<file path="src/rtl/mu_pos_updater_pkg.sv">
// Shared widths, FSM state encoding and the output FIFO entry layout for the
// per-cell motion-update engine.
package mu_pos_updater_pkg;

    localparam int unsigned OFFSET_WIDTH         = 8;
    localparam int unsigned OFFSET_STRUCT_WIDTH  = 3 * OFFSET_WIDTH;
    localparam int unsigned ELEMENT_WIDTH        = 4;
    localparam int unsigned PARTICLE_ID_WIDTH    = 8;
    localparam int unsigned GLOBAL_CELL_ID_WIDTH = 3;
    localparam int unsigned DELTA_WIDTH          = OFFSET_WIDTH + 1;

    localparam int unsigned NUM_CELLS_X = 3;
    localparam int unsigned NUM_CELLS_Y = 3;
    localparam int unsigned NUM_CELLS_Z = 3;

    localparam int unsigned MU_FIFO_DEPTH = 2;
    localparam int unsigned MU_FIFO_PTR_W = $clog2(MU_FIFO_DEPTH);
    localparam int unsigned MU_FIFO_CNT_W = $clog2(MU_FIFO_DEPTH + 1);

    typedef enum logic [2:0] {
        ST_IDLE,
        ST_RD_NUM,
        ST_WAIT_NUM,
        ST_STREAM,
        ST_DRAIN,
        ST_DONE
    } mu_state_e;

    typedef struct packed {
        logic [OFFSET_STRUCT_WIDTH-1:0]    pos;
        logic [ELEMENT_WIDTH-1:0]          element;
        logic [3*GLOBAL_CELL_ID_WIDTH-1:0] gcid;
    } mu_fifo_entry_t;

endpackage

</file>
<file path="src/rtl/mu_cell_wrap.sv">
// One axis of the position update: offset + signed delta, with at most one
// cell crossing and periodic wrap of the cell index.
module mu_cell_wrap #(
    parameter int unsigned OFFSET_WIDTH = 8,
    parameter int unsigned DELTA_WIDTH  = 9,
    parameter int unsigned CELL_WIDTH   = 3,
    parameter int unsigned NUM_CELLS    = 3
) (
    input  logic [OFFSET_WIDTH-1:0] i_offset,
    input  logic [DELTA_WIDTH-1:0]  i_delta,
    input  logic [CELL_WIDTH-1:0]   i_cell,
    output logic [OFFSET_WIDTH-1:0] o_offset,
    output logic [CELL_WIDTH-1:0]   o_cell
);

    localparam int unsigned SW = DELTA_WIDTH + 2;

    logic signed [SW-1:0] sum;
    logic                 over;
    logic                 under;

    always_comb begin
        sum   = $signed({{(SW-OFFSET_WIDTH){1'b0}}, i_offset})
              + $signed({{(SW-DELTA_WIDTH){i_delta[DELTA_WIDTH-1]}}, i_delta});
        under = sum[SW-1];
        over  = !sum[SW-1] && (sum[SW-2:OFFSET_WIDTH] != '0);
        // Adding or removing 2^OFFSET_WIDTH leaves the low bits untouched.
        o_offset = sum[OFFSET_WIDTH-1:0];
        o_cell   = i_cell;
        if (over) begin
            o_cell = (i_cell == CELL_WIDTH'(NUM_CELLS - 1)) ? '0 : i_cell + 1'b1;
        end else if (under) begin
            o_cell = (i_cell == '0) ? CELL_WIDTH'(NUM_CELLS - 1) : i_cell - 1'b1;
        end
    end

endmodule

</file>
<file path="src/rtl/mu_skid_fifo.sv">
// Two-entry output FIFO holding updated particles until the write bus grants.
module mu_skid_fifo
    import mu_pos_updater_pkg::*;
(
    input  logic                     clk,
    input  logic                     rst,
    input  logic                     i_push,
    input  mu_fifo_entry_t           i_push_data,
    input  logic                     i_pop,
    output mu_fifo_entry_t           o_head,
    output logic                     o_empty,
    output logic [MU_FIFO_CNT_W-1:0] o_count
);

    mu_fifo_entry_t             mem_q [MU_FIFO_DEPTH];
    mu_fifo_entry_t             mem_d [MU_FIFO_DEPTH];
    logic [MU_FIFO_PTR_W-1:0]   wr_ptr_q, wr_ptr_d;
    logic [MU_FIFO_PTR_W-1:0]   rd_ptr_q, rd_ptr_d;
    logic [MU_FIFO_CNT_W-1:0]   count_q, count_d;
    logic                       pop_ok;
    logic                       push_ok;

    always_comb begin
        pop_ok   = i_pop && (count_q != '0);
        push_ok  = i_push && ((count_q != MU_FIFO_CNT_W'(MU_FIFO_DEPTH)) || pop_ok);
        mem_d    = mem_q;
        wr_ptr_d = wr_ptr_q;
        rd_ptr_d = rd_ptr_q;
        count_d  = count_q;
        if (push_ok) begin
            mem_d[wr_ptr_q] = i_push_data;
            wr_ptr_d        = wr_ptr_q + 1'b1;
        end
        if (pop_ok) begin
            rd_ptr_d = rd_ptr_q + 1'b1;
        end
        count_d = count_q + MU_FIFO_CNT_W'(push_ok) - MU_FIFO_CNT_W'(pop_ok);
    end

    always_ff @(posedge clk) begin
        if (rst) begin
            for (int unsigned i = 0; i < MU_FIFO_DEPTH; i++) begin
                mem_q[i] <= '0;
            end
            wr_ptr_q <= '0;
            rd_ptr_q <= '0;
            count_q  <= '0;
        end else begin
            mem_q    <= mem_d;
            wr_ptr_q <= wr_ptr_d;
            rd_ptr_q <= rd_ptr_d;
            count_q  <= count_d;
            assert (!(i_push && !push_ok))
                else $error("mu_skid_fifo: push into full FIFO");
        end
    end

    assign o_head  = mem_q[rd_ptr_q];
    assign o_empty = (count_q == '0);
    assign o_count = count_q;

endmodule

</file>
<file path="src/rtl/mu_pos_updater.sv">
// Per-cell motion-update engine: streams particles out of the position cache,
// applies displacements, resolves destination cell and broadcasts on the MU bus.
module mu_pos_updater
    import mu_pos_updater_pkg::*;
#(
    parameter logic [GLOBAL_CELL_ID_WIDTH-1:0] GCELL_X = 3'h0,
    parameter logic [GLOBAL_CELL_ID_WIDTH-1:0] GCELL_Y = 3'h0,
    parameter logic [GLOBAL_CELL_ID_WIDTH-1:0] GCELL_Z = 3'h0,
    parameter int unsigned NUM_CELLS_X = mu_pos_updater_pkg::NUM_CELLS_X,
    parameter int unsigned NUM_CELLS_Y = mu_pos_updater_pkg::NUM_CELLS_Y,
    parameter int unsigned NUM_CELLS_Z = mu_pos_updater_pkg::NUM_CELLS_Z,
    parameter int unsigned DELTA_WIDTH = mu_pos_updater_pkg::DELTA_WIDTH
) (
    input  logic                                    clk,
    input  logic                                    rst,
    input  logic                                    i_MU_start,
    output logic                                    o_MU_working,
    output logic [PARTICLE_ID_WIDTH-1:0]            o_MU_rd_addr,
    output logic                                    o_MU_rd_en,
    input  logic                                    i_MU_offset_valid,
    input  logic [OFFSET_STRUCT_WIDTH+ELEMENT_WIDTH-1:0] i_pos_pkt,
    input  logic [3*DELTA_WIDTH-1:0]                i_delta,
    output logic                                    o_MU_wr_req,
    input  logic                                    i_MU_wr_grant,
    output logic [OFFSET_STRUCT_WIDTH-1:0]          o_MU_wr_pos,
    output logic [ELEMENT_WIDTH-1:0]                o_MU_wr_element,
    output logic [3*GLOBAL_CELL_ID_WIDTH-1:0]       o_MU_dst_gcid,
    output logic                                    o_done
);

    localparam int unsigned OW = OFFSET_WIDTH;
    localparam int unsigned CW = GLOBAL_CELL_ID_WIDTH;

    mu_state_e                    state_q, state_d;
    logic [PARTICLE_ID_WIDTH-1:0] num_q, num_d;
    logic [PARTICLE_ID_WIDTH-1:0] addr_q, addr_d;
    logic                         inflight_q, inflight_d;
    logic                         working_q, working_d;
    logic                         done_q, done_d;

    logic                         rd_en;
    logic                         fifo_empty;
    logic [MU_FIFO_CNT_W-1:0]     fifo_count;
    logic [MU_FIFO_CNT_W-1:0]     occupancy;
    logic                         can_issue;
    logic                         push;
    logic                         pop;
    mu_fifo_entry_t               push_data;
    mu_fifo_entry_t               head;

    logic [OW-1:0] new_x, new_y, new_z;
    logic [CW-1:0] cell_x, cell_y, cell_z;

    mu_cell_wrap #(.OFFSET_WIDTH(OW), .DELTA_WIDTH(DELTA_WIDTH), .CELL_WIDTH(CW),
                   .NUM_CELLS(NUM_CELLS_X)) u_wrap_x (
        .i_offset (i_pos_pkt[OW-1:0]),
        .i_delta  (i_delta[DELTA_WIDTH-1:0]),
        .i_cell   (GCELL_X),
        .o_offset (new_x),
        .o_cell   (cell_x)
    );

    mu_cell_wrap #(.OFFSET_WIDTH(OW), .DELTA_WIDTH(DELTA_WIDTH), .CELL_WIDTH(CW),
                   .NUM_CELLS(NUM_CELLS_Y)) u_wrap_y (
        .i_offset (i_pos_pkt[2*OW-1:OW]),
        .i_delta  (i_delta[2*DELTA_WIDTH-1:DELTA_WIDTH]),
        .i_cell   (GCELL_Y),
        .o_offset (new_y),
        .o_cell   (cell_y)
    );

    mu_cell_wrap #(.OFFSET_WIDTH(OW), .DELTA_WIDTH(DELTA_WIDTH), .CELL_WIDTH(CW),
                   .NUM_CELLS(NUM_CELLS_Z)) u_wrap_z (
        .i_offset (i_pos_pkt[3*OW-1:2*OW]),
        .i_delta  (i_delta[3*DELTA_WIDTH-1:2*DELTA_WIDTH]),
        .i_cell   (GCELL_Z),
        .o_offset (new_z),
        .o_cell   (cell_z)
    );

    always_comb begin
        push_data.pos     = {new_z, new_y, new_x};
        push_data.element = i_pos_pkt[OFFSET_STRUCT_WIDTH +: ELEMENT_WIDTH];
        push_data.gcid    = {cell_z, cell_y, cell_x};
        push              = i_MU_offset_valid && inflight_q;
        pop               = !fifo_empty && i_MU_wr_grant;
    end

    mu_skid_fifo u_fifo (
        .clk         (clk),
        .rst         (rst),
        .i_push      (push),
        .i_push_data (push_data),
        .i_pop       (pop),
        .o_head      (head),
        .o_empty     (fifo_empty),
        .o_count     (fifo_count)
    );

    // Read enable is decoded from the registered state so a read can issue in
    // the same cycle a pop frees space, which sustains one particle per cycle.
    always_comb begin
        occupancy = fifo_count - MU_FIFO_CNT_W'(pop) + MU_FIFO_CNT_W'(inflight_q);
        can_issue = occupancy < MU_FIFO_CNT_W'(MU_FIFO_DEPTH);
        state_d   = state_q;
        num_d     = num_q;
        addr_d    = addr_q;
        working_d = working_q;
        done_d    = 1'b0;
        rd_en     = 1'b0;
        case (state_q)
            ST_IDLE: begin
                if (i_MU_start) begin
                    state_d   = ST_RD_NUM;
                    working_d = 1'b1;
                    addr_d    = '0;
                end
            end
            ST_RD_NUM: begin
                rd_en   = 1'b1;
                state_d = ST_WAIT_NUM;
            end
            ST_WAIT_NUM: begin
                if (i_MU_offset_valid) begin
                    num_d  = i_pos_pkt[PARTICLE_ID_WIDTH-1:0];
                    addr_d = PARTICLE_ID_WIDTH'(1);
                    if (i_pos_pkt[PARTICLE_ID_WIDTH-1:0] == '0) begin
                        state_d   = ST_DONE;
                        done_d    = 1'b1;
                        working_d = 1'b0;
                    end else begin
                        state_d = ST_STREAM;
                    end
                end
            end
            ST_STREAM: begin
                if (can_issue) begin
                    rd_en  = 1'b1;
                    addr_d = addr_q + 1'b1;
                    if (addr_q == num_q) begin
                        state_d = ST_DRAIN;
                    end
                end
            end
            ST_DRAIN: begin
                if (fifo_empty && !inflight_q) begin
                    state_d   = ST_DONE;
                    done_d    = 1'b1;
                    working_d = 1'b0;
                end
            end
            ST_DONE: begin
                state_d = ST_IDLE;
            end
            default: begin
                state_d = ST_IDLE;
            end
        endcase
        inflight_d = rd_en && (state_q == ST_STREAM);
    end

    always_ff @(posedge clk) begin
        if (rst) begin
            state_q    <= ST_IDLE;
            num_q      <= '0;
            addr_q     <= '0;
            inflight_q <= 1'b0;
            working_q  <= 1'b0;
            done_q     <= 1'b0;
        end else begin
            state_q    <= state_d;
            num_q      <= num_d;
            addr_q     <= addr_d;
            inflight_q <= inflight_d;
            working_q  <= working_d;
            done_q     <= done_d;
            assert (!(i_MU_offset_valid && !inflight_q && state_q != ST_WAIT_NUM))
                else $error("mu_pos_updater: read data without outstanding read");
        end
    end

    assign o_MU_working    = working_q;
    assign o_done          = done_q;
    assign o_MU_rd_en      = rd_en;
    assign o_MU_rd_addr    = addr_q;
    assign o_MU_wr_req     = !fifo_empty;
    assign o_MU_wr_pos     = head.pos;
    assign o_MU_wr_element = head.element;
    assign o_MU_dst_gcid   = head.gcid;

endmodule

</file>
<file path="config.mk">
export PLATFORM = sky130hd
export DESIGN_NAME = mu_pos_updater
export DESIGN_NICKNAME = d
export VERILOG_FILES = /design/src/rtl/mu_pos_updater_pkg.sv /design/src/rtl/mu_cell_wrap.sv /design/src/rtl/mu_skid_fifo.sv /design/src/rtl/mu_pos_updater.sv
export SDC_FILE = /design/constraint.sdc
export NUM_CORES = 1
export LEC_CHECK = 0
export ABC_AREA = 1
export CAP_MARGIN = 10
export CORE_MARGIN = 2
export CORE_UTILIZATION = 30
export DETAILED_ROUTE_END_ITERATION = 6
export GPL_TIMING_DRIVEN = 0
export PLACE_DENSITY = 0.5
export SYNTH_ARGS = -nofsm -noshare
export SYNTH_HDL_FRONTEND = slang
export SYNTH_HIERARCHICAL = 1
export SYNTH_SLANG_ARGS = --single-unit
</file>
<file path="constraint.sdc">
create_clock -name clk -period 2.1 [get_ports clk]
set_input_delay 0.315 -clock clk [delete_from_list [all_inputs] [get_ports clk]]
set_output_delay 0.315 -clock clk [all_outputs]
set_load 0.005 [all_outputs]
</file>
After elaboration in Yosys (flattened, before gate mapping)
Cells that the tools add are included.
Widths: inputs -> output; s select.
{ "word_totals": {"register_bits": 100, "output_inout_bits": 49, "wordCells": 106, "input_bits": 60} }
{ "op_classes": {"mux": 34, "n_addsub": 10, "n_lt_le_gt_ge": 4, "n_bitwise": 2, "n_eq_ne": 12, "reduce_logical": 29} }
{ "op_table": {"columns": ["cell", "count"], "rows": [
  ["$mux 37", 4],
  ["$bwmux 74", 1],
  ["$demux 37 s1", 1],
  ["$add 9x9->10", 3],
  ["$mux 3", 9],
  ["$mux 8", 3],
  ["$pmux 8 s3", 1],
  ["$pmux 3 s5", 1],
  ["$ne 2x2->1 const B", 7],
  ["$logic_and 1x1->1", 10],
  ["$reduce_and 5->1", 2],
  ["$add 8x1->8 const B", 1],
  ["$eq 8x8->1", 1],
  ["$logic_not 8->1", 1],
  ["$mux 1", 8],
  ["$reduce_bool 2->1", 4],
  ["$eq 3x2->1 const B", 2],
  ["$mux 2", 3],
  ["$reduce_bool 3->1", 2],
  ["$logic_not 1->1", 5],
  ["$add 2x1->2", 2],
  ["$ge 2x2->1 const B", 2],
  ["$not 1->2", 2],
  ["$pmux 1 s2", 2],
  ["12 further kinds", 14]
]} }

Logic depth before layout (Yosys ltp)
Gate-level depths: netlist (run 1).
{ "depth": {"word_depth": 9, "mapped_depth": 15, "ltp_nobuf": 15} }

Modules after synthesis
The synthesis (run 1) kept the hierarchy.
{ "by_module_without_submodules": {"columns": ["module", "area_each_um2", "cells_per_inst", "seq_area_each_um2", "instances"], "rows": [
  ["mu_skid_fifo", 4320.4, 705, 1561.5, 1],
  ["mu_pos_updater", 1383.8, 211, 440.4, 1],
  ["mu_cell_wrap (u_wrap_x)", 675.6, 109, 0.0, 1],
  ["mu_cell_wrap (u_wrap_z)", 673.1, 109, 0.0, 1],
  ["mu_cell_wrap (u_wrap_y)", 583.1, 95, 0.0, 1]
]} }

Worst setup path before layout (run 1)
Ideal clock, no wire load.
{ "synth_path": {"path_kind": "flip-flop to flip-flop", "from": "register u_fifo.count_q[1], in the netlist u_fifo/o_count[1]", "to": "register u_fifo.count_q[1], in the netlist u_fifo/o_count[1]", "n_path_buf": 1, "t_arrival_ps": 1839, "required_ps": 1987, "period_less_slack_ps": 1952, "setup_slack_ps": 148, "setup_time_ps": 113, "path_stages_with_launch": 14, "cell_sequence": "dfxtp_1 > nor2_1 > nor2_1 > inv_1 > nand3_4 > buf_6 > nand2_1 > ha_1 > inv_1 > ha_1 > xor2_1 > nand2_1 > nand2_1 > nor2_1"} }
{ "synth_between": {"elab_chain_cells": 8, "elab_cells_between_ends": 10, "classes_between": "add/sub: 2; eq/ne: 1; reduce/logical: 7"} }
{ "synth_rtl": {"columns": ["element", "line", "source"], "rows": [
  ["from (decl)", "mu_skid_fifo.sv:19", "logic [MU_FIFO_CNT_W-1:0] count_q, count_d;"],
  ["from (signal assigned)", "mu_skid_fifo.sv:52", "count_q <= count_d;"],
  ["$logic_not 2->1 *", "mu_skid_fifo.sv:59", "assign o_empty = (count_q == '0);"],
  ["net fifo_empty", "mu_pos_updater.sv:42", "logic fifo_empty;"],
  ["$logic_not 1->1 *", "mu_pos_updater.sv:86", "pop = !fifo_empty && i_MU_wr_grant;"],
  ["$logic_and 1x1->1 *", "mu_pos_updater.sv:86", null],
  ["net pop", "mu_pos_updater.sv:47", "logic pop;"],
  ["$logic_and 1x1->1 *", "mu_skid_fifo.sv:24", "pop_ok = i_pop && (count_q != '0);"],
  ["$logic_or 1x1->1", "mu_skid_fifo.sv:25", "push_ok = i_push && ((count_q != MU_FIFO_CNT_W'(MU_FIFO_DEPTH)) || pop_ok);"],
  ["$logic_and 1x1->1", "mu_skid_fifo.sv:25", null],
  ["$add 2x1->2", "mu_skid_fifo.sv:37", "count_d = count_q + MU_FIFO_CNT_W'(push_ok) - MU_FIFO_CNT_W'(pop_ok);"],
  ["$sub 2x1->2 *", "mu_skid_fifo.sv:37", null]
]} }
The timed path passes the listed nets; every way through them passes the cells marked *.
A chain may end at the register's enable or synchronous reset.

Final worst setup path (run 1)
{ "layout_path": {"from": "register u_fifo.count_q[1], in the netlist u_fifo/o_count[1]", "to": "output port o_MU_rd_en"} }
{ "layout_between": {"elab_chain_cells": 8} }
{ "layout_rtl": {"columns": ["element", "line", "source"], "rows": [
  ["$logic_not 2->1", "mu_skid_fifo.sv:59", null],
  ["net fifo_empty", "mu_pos_updater.sv:42", null],
  ["$logic_not 1->1", "mu_pos_updater.sv:86", null],
  ["$logic_and 1x1->1", "mu_pos_updater.sv:86", null],
  ["net pop", "mu_pos_updater.sv:47", null],
  ["$sub 2x1->2", "mu_pos_updater.sv:103", "occupancy = fifo_count - MU_FIFO_CNT_W'(pop) + MU_FIFO_CNT_W'(inflight_q);"],
  ["$add 2x1->2", "mu_pos_updater.sv:103", null],
  ["$lt 2x2->1", "mu_pos_updater.sv:104", "can_issue = occupancy < MU_FIFO_CNT_W'(MU_FIFO_DEPTH);"],
  ["$mux 1", "mu_pos_updater.sv:137", "if (can_issue) begin"],
  ["$pmux 1 s2", "mu_pos_updater.sv:111", "case (state_q)"],
  ["to (decl)", "mu_pos_updater.sv:19", "output logic o_MU_rd_en,"]
]} }
The timed path passes the listed nets, and every way through them passes these cells.

==> impl_metrics.toml, run 1 <==
[synth]
yosys-top-cells-area = "dfxtp_1 26%, nand2_1 17%, inv_1 12%"
syn_inst = 1229
synth_top_area_share_pct = 26.2
synth_cell_types = 40
synth_warnings = 6
seq_area_frac_synth_pct = 26.2
synth-seq-cells = 100
yosys.area.top_type = "dfxtp_1"
syn_area_um2 = 7640
avgSynthCellArea_um2 = 6.21

[pwr]
powerDensity_nw_per_um2 = 569
p_leak_nw = 5.03
peakVddDrop_uv = 343

[sta]
max_freq_ghz = 0.486
postLayoutSetupSlackWorst_ns = 0.0403
period_needed_ns = 2.06
setup_viol = 0
hold_violations = 0
worst_pin_slew_ns = 0.630
rsz0062_at_grt = "yes"
finClkSkew_ns = 0.0111
relSlewSlack_pct = 58.0
hold_ws_ns = 0.358
slew_viol_final = 0
fin_crit_sh_pct = 98.1

[floorplanning]
coreArea_um2 = 25100
row_count = 58
fp.dieH_um = 164
pin_count = 109
die_area_um2 = 26700
initial_utilization_pct = 30.4
die_x_um = 164

[clock_network]
ctsRootBufferMaster = "clkbuf_16"
hold_buffers = 0
clock-sinks = 100
htree_levels = 3
clk_pin_slew_ns = 0.07
clk_path_buf_depth = 2
cts_buffers = 9
cts_tree = "built"
insertion_delay_ns = 0.36

[critical_path]
crit_type = "reg -> out"
crit_fanout = 5
cp-end-kind = "output port"
critical_path_arrival_ns = 1.74
reg2reg_depth = 13
required_ns = 1.78
r2r-end = "u_fifo/o_count[1]"
r2r_slack_ns = 0.20
worstReg2RegStart = "u_fifo/o_count[1]"
start_kind = "flop"

[detailed_routing]
viasPerCell = 4.36
drc_errors = 0
first_pass_iters = 4
wirelength_mm = 21.6
num_vias = 7582
drt_iter0_markers = 401
wl_per_cell_um = 12.4
ant_nets = 0

[cells_and_area]
multi_input_area_um2 = 4730
final_nets = 1508
layout-drive-gt1-share_pct = 13.1
final_cell_mix = "336 x nand2_1, 247 x inv_1, 124 x nor2_1"
syn2layout_area_growth_pct = 30.2
seq_area_um2 = 2010
mostFrequentLayoutCell = "nand2_1"
antenna_cells = 0
fillers = 2791

[hold_path]
holdPathEnd = "num_q[5]"
holdCritPathClass = "in -> reg"
hold_path_startpoint = "i_pos_pkt[5]"
hold_depth = 3

[global_routing]
grt_usage_pct = 16.4
gr-total-overflow = 0
grt_pass1_wl_mm = 35.4
grt_pass1_vias = 7103
grt_max_degree = 16
antenna_found_initial = 0

[run_status]
outcome = "complete, no violations"

[job]
cap_viol_max_count = 0

[place]
globalplace.congestion = 0.802
io_buffer_count = 106
pre_cts_slack_ns = -0.580
hpwlAfterDp_mm = 16.5
## sequential cells by signal, indices dropped and copies added (netlist names)
name and count:
num_q 8, inflight_q 1, u_fifo/wr_ptr_q 1, u_fifo/mem_q 74, u_fifo/rd_ptr_q 1, u_fifo/o_count 2
o_MU_working 1, state_q 3, o_MU_rd_addr 8, o_done 1
## cell families after synthesis
logic type	after synthesis	share of synthesized area (%)
compound gates	106	8.01
simple gates	635	37.6
fa+ha+maj	46	7.83
other cells	1	0.0491
buf+inv	315	17.3
flops	100	26.2
xor+xnor	26	2.98
## cell type report
| cell class | instances | area share [%] |
|---|---|---|
| Tap cell | 330 | 4.15 |
| Buffer | 53 | 3.80 |
| Clock buffer | 12 | 2.38 |
| Timing Repair Buffer | 120 | 11.7 |
| Clock inverter | 4 | 0.264 |
| Sequential cell | 100 | 20.2 |
| Multi-Input combinational cell | 856 | 47.6 |
| Inverter | 262 | 9.94 |
## through the flow
stage | util [%] | setup TNS [ns] | total power [mW] | cells | instance area, µm²
2_1_floorplan | - | 0 | 3.44 | 1271 | 7790
3_3_place_gp | 36.9 | -12.79 | 4.03 | 1707 | 9270
3_5_place_dp | 36.9 | -13.44 | 4.03 | 1707 | 9270
4_1_cts | 38.2 | -0.180 | 5.62 | 1724 | 9580
5_1_grt | 39.6 | -0.0752 | 6.04 | 1737 | 9940
6_report | 39.6 | 0 | 5.65 | 1737 | 9940
## layer usage
metal,routed length [µm],up-vias,GRT usage [%]
li1,-,4059,-
met3,798,13,1.80
met1,11000,3383,23.2
met4,227,0,4.19
met2,9590,127,26.5
met5,0,-,0
## power breakdown
part	switching (mW)	leakage, nW	internal [mW]	total (mW)
logic	1.19	4.10	0.774	1.97
registers	0.103	0.809	2.01	2.11
clock network	0.766	0.127	0.805	1.57
total	2.06	5.03	3.59	5.65
## what timing repair did
| item | 4_1_cts | 5_1_grt |
|---|---|---|
| pin swaps | 4 | 19 |
| setup buffers | 1 | 13 |
| endpoints found under the hold margin | 0 | 0 |
| endpoints found under the setup margin | 50 | 22 |
| resized for setup | 65 | 61 |
## worst max path at each step
stage,from,end,slack (ns)
3_3_place_gp,i_pos_pkt[0],u_fifo/mem_q[38],-0.58
5_1_grt,i_MU_wr_grant,o_MU_rd_en,-0.06
4_1_cts,u_fifo/o_count[1],o_MU_rd_en,-0.18
2_1_floorplan,u_fifo/o_count[1],u_fifo/o_count[1],0.15
6_report,u_fifo/o_count[1],o_MU_rd_en,0.04
3_5_place_dp,i_pos_pkt[0],u_fifo/mem_q[38],-0.58
## worst max-delay path, stage by stage, from the launching register on
cell     delay (ns)
dfxtp_4        0.37
nor2_4         0.15
nor2_4         0.06
ha_4           0.26
inv_1          0.03
nand2_1        0.06
nand3_2        0.09
nand2_2        0.10
inv_2          0.05
a21oi_2        0.11
buf_2          0.11
## cells in the mapped netlist (all sizes together)
library cell and n:
nand2 370, inv 262, nor2 136, dfxtp 100, nand4 83, o21ai 54
ha 43, a21oi 42, buf 40, nand3 39, xor2 16, clkbuf 13
xnor2 10, a31oi 3, fa 3, nand3b 3, a21boi 2, a21o 2
nor3b 2, o21bai 2, a22oi 1, conb 1, nor3 1, or2 1
Power figures use the tool's default switching activity.
==> run 2, diff against run 1 <==
==> constraint.sdc (replaced) <==
create_clock -name clk -period 2.1 [get_ports clk]
set_input_delay 0.315 -clock clk [delete_from_list [all_inputs] [get_ports clk]]
set_output_delay 0.315 -clock clk [all_outputs]
set_load 0.1 [all_outputs]
==> impl_metrics.toml, run 2 (same netlist as run 1, synthesis figures left out) <==
[cells_and_area]
mostFrequentLayoutCell = "nand2_1"
layout-drive-gt1-share_pct = 17.8
postLayoutCoreUtil_pct = 40.1
final_cell_mix = "334 x nand2_1, 247 x inv_1, 125 x nor2_1"
antenna_cells = 0
final_cell_area_um2 = 10100
regMostFlops = "u_fifo/mem_q"
stdcell_count = 1732
largest_register_ffs = 74
final_nets = 1505
syn2layout_area_growth_pct = 32.0

[clock_network]
cts_tree = "built"
clk_path_buf_depth = 2
htree_levels = 3
insertion_delay_ns = 0.36
clock-sinks = 100
clk_pin_slew_ns = 0.06
cts_buffers = 9
ctsRootBufferMaster = "clkbuf_16"

[critical_path]
required_ns = 1.78
crit_type = "reg -> out"
crit_fanout = 6
start_kind = "flop"
cp_slowest_cell = "dfxtp_4"
critical_path_arrival_ns = 1.85
cp-end-kind = "output port"
crit_chain = "nor2_4 > nor2_4 > ha_4 > inv_2 > nand2_2 > nand3_2 > nand2_2 > inv_2 > a21oi_4 > buf_12"
critPathMaxStageDelay_ns = 0.37

[place]
hpwlAfterDp_mm = 16.3
dp_cells = 1707
globalplace.congestion = 0.808
placedInstanceArea_um2 = 9400
io_buffer_count = 106

[global_routing]
grt_pass1_vias = 6942
antenna_found_initial = 0
grt_max_degree = 15
grt_usage_pct = 16.1
gr-total-overflow = 0
grt_pass1_wl_mm = 34.5

[sta]
setup_viol = 1
period_needed_ns = 2.17
worst_pin_slew_ns = 0.958
hold_violations = 0
fin_crit_sh_pct = 103
postLayoutSetupSlackWorst_ns = -0.0656
finClkSkew_ns = 0.00636
finalSetupTns_ns = -0.0656
max_freq_ghz = 0.462
slew_viol_final = 0
rsz0062_at_grt = "yes"
relSlewSlack_pct = 36.4

[detailed_routing]
wl_per_cell_um = 12.3
viasPerCell = 4.33
num_vias = 7496
ant_nets = 0
wirelength_mm = 21.3
drc_errors = 0
first_pass_iters = 5
drt_iter0_markers = 387

[pwr]
peakVddDrop_uv = 365
total_power_mw = 6.19
p_leak_nw = 4.98
powerDensity_nw_per_um2 = 614

[floorplanning]
coreArea_um2 = 25100
row_count = 58
initial_utilization_pct = 30.4
pin_count = 109
die_area_um2 = 26700
die_x_um = 164
fp.dieH_um = 164

[job]
cap_viol_max_count = 0

[hold_path]
holdCritPathClass = "in -> reg"

[run_status]
violations = "negative setup slack"
outcome = "complete, but fails checks"
[run 2: routing by layer]
| metal | part of all wire (%) | global-route usage, % |
|---|---|---|
| met5 | 0 | 0 |
| met4 | 0.97 | 3.31 |
| met3 | 3.7 | 3.12 |
| met2 | 44 | 25.5 |
| met1 | 52 | 22.8 |
[run 2: per-stage QoR]
step / hold WS (ns) / setup WS (ns)
5_1_grt: 0.377 / -0.152
3_3_place_gp: 0.455 / -1.18
4_1_cts: 0.472 / -0.0971
6_report: 0.344 / -0.0656
3_5_place_dp: 0.463 / -1.18
2_1_floorplan: 0.384 / -0.244
[run 2: worst max-delay path, delay by kind of cell, from the launching register on]
kind,cells,cell delay [ns]
buffers and inverters,3,0.27
flip-flops,1,0.37
adder cells (fa/ha/maj),1,0.27
AND/OR/NAND/NOR,5,0.45
AO/OA/AOI/OAI,1,0.13
[run 2: cell type report]
type                            count  area, µm²
Buffer                             53        357
Inverter                          262        988
Fill cell                        2789      15000
Sequential cell                   100       2010
Timing Repair Buffer              117       1190
Clock buffer                       11        243
Tap cell                          330        413
Multi-Input combinational cell    856       4860
Clock inverter                      3       15.0
[run 2: repair_timing]
action / CTS / global route
setup buffers: 1 / 10
hold buffers: 0 / 0
gates resized for setup: 278 / 82
pin swaps: 4 / 15
setup endpoints to repair: 61 / 54
[run 2: path summary, 6_finish.rpt]
| path | startpoint | endpoint | slack (ns) | cells after the start |
|---|---|---|---|---|
| setup / recovery | u_fifo/o_count[1] | o_MU_rd_en | -0.07 | 10 |
| hold / removal | i_pos_pkt[5] | num_q[5] | 0.34 | 3 |
| setup reg to reg | u_fifo/o_count[1] | u_fifo/o_count[1] | 0.18 | 13 |
| hold reg to reg | num_q[1] | num_q[1] | 0.47 | 2 |
[run 2: power by group]
group          switching, mW  internal, mW
Combinational           1.70         0.827
Clock                  0.731         0.818
Sequential            0.0994          2.01
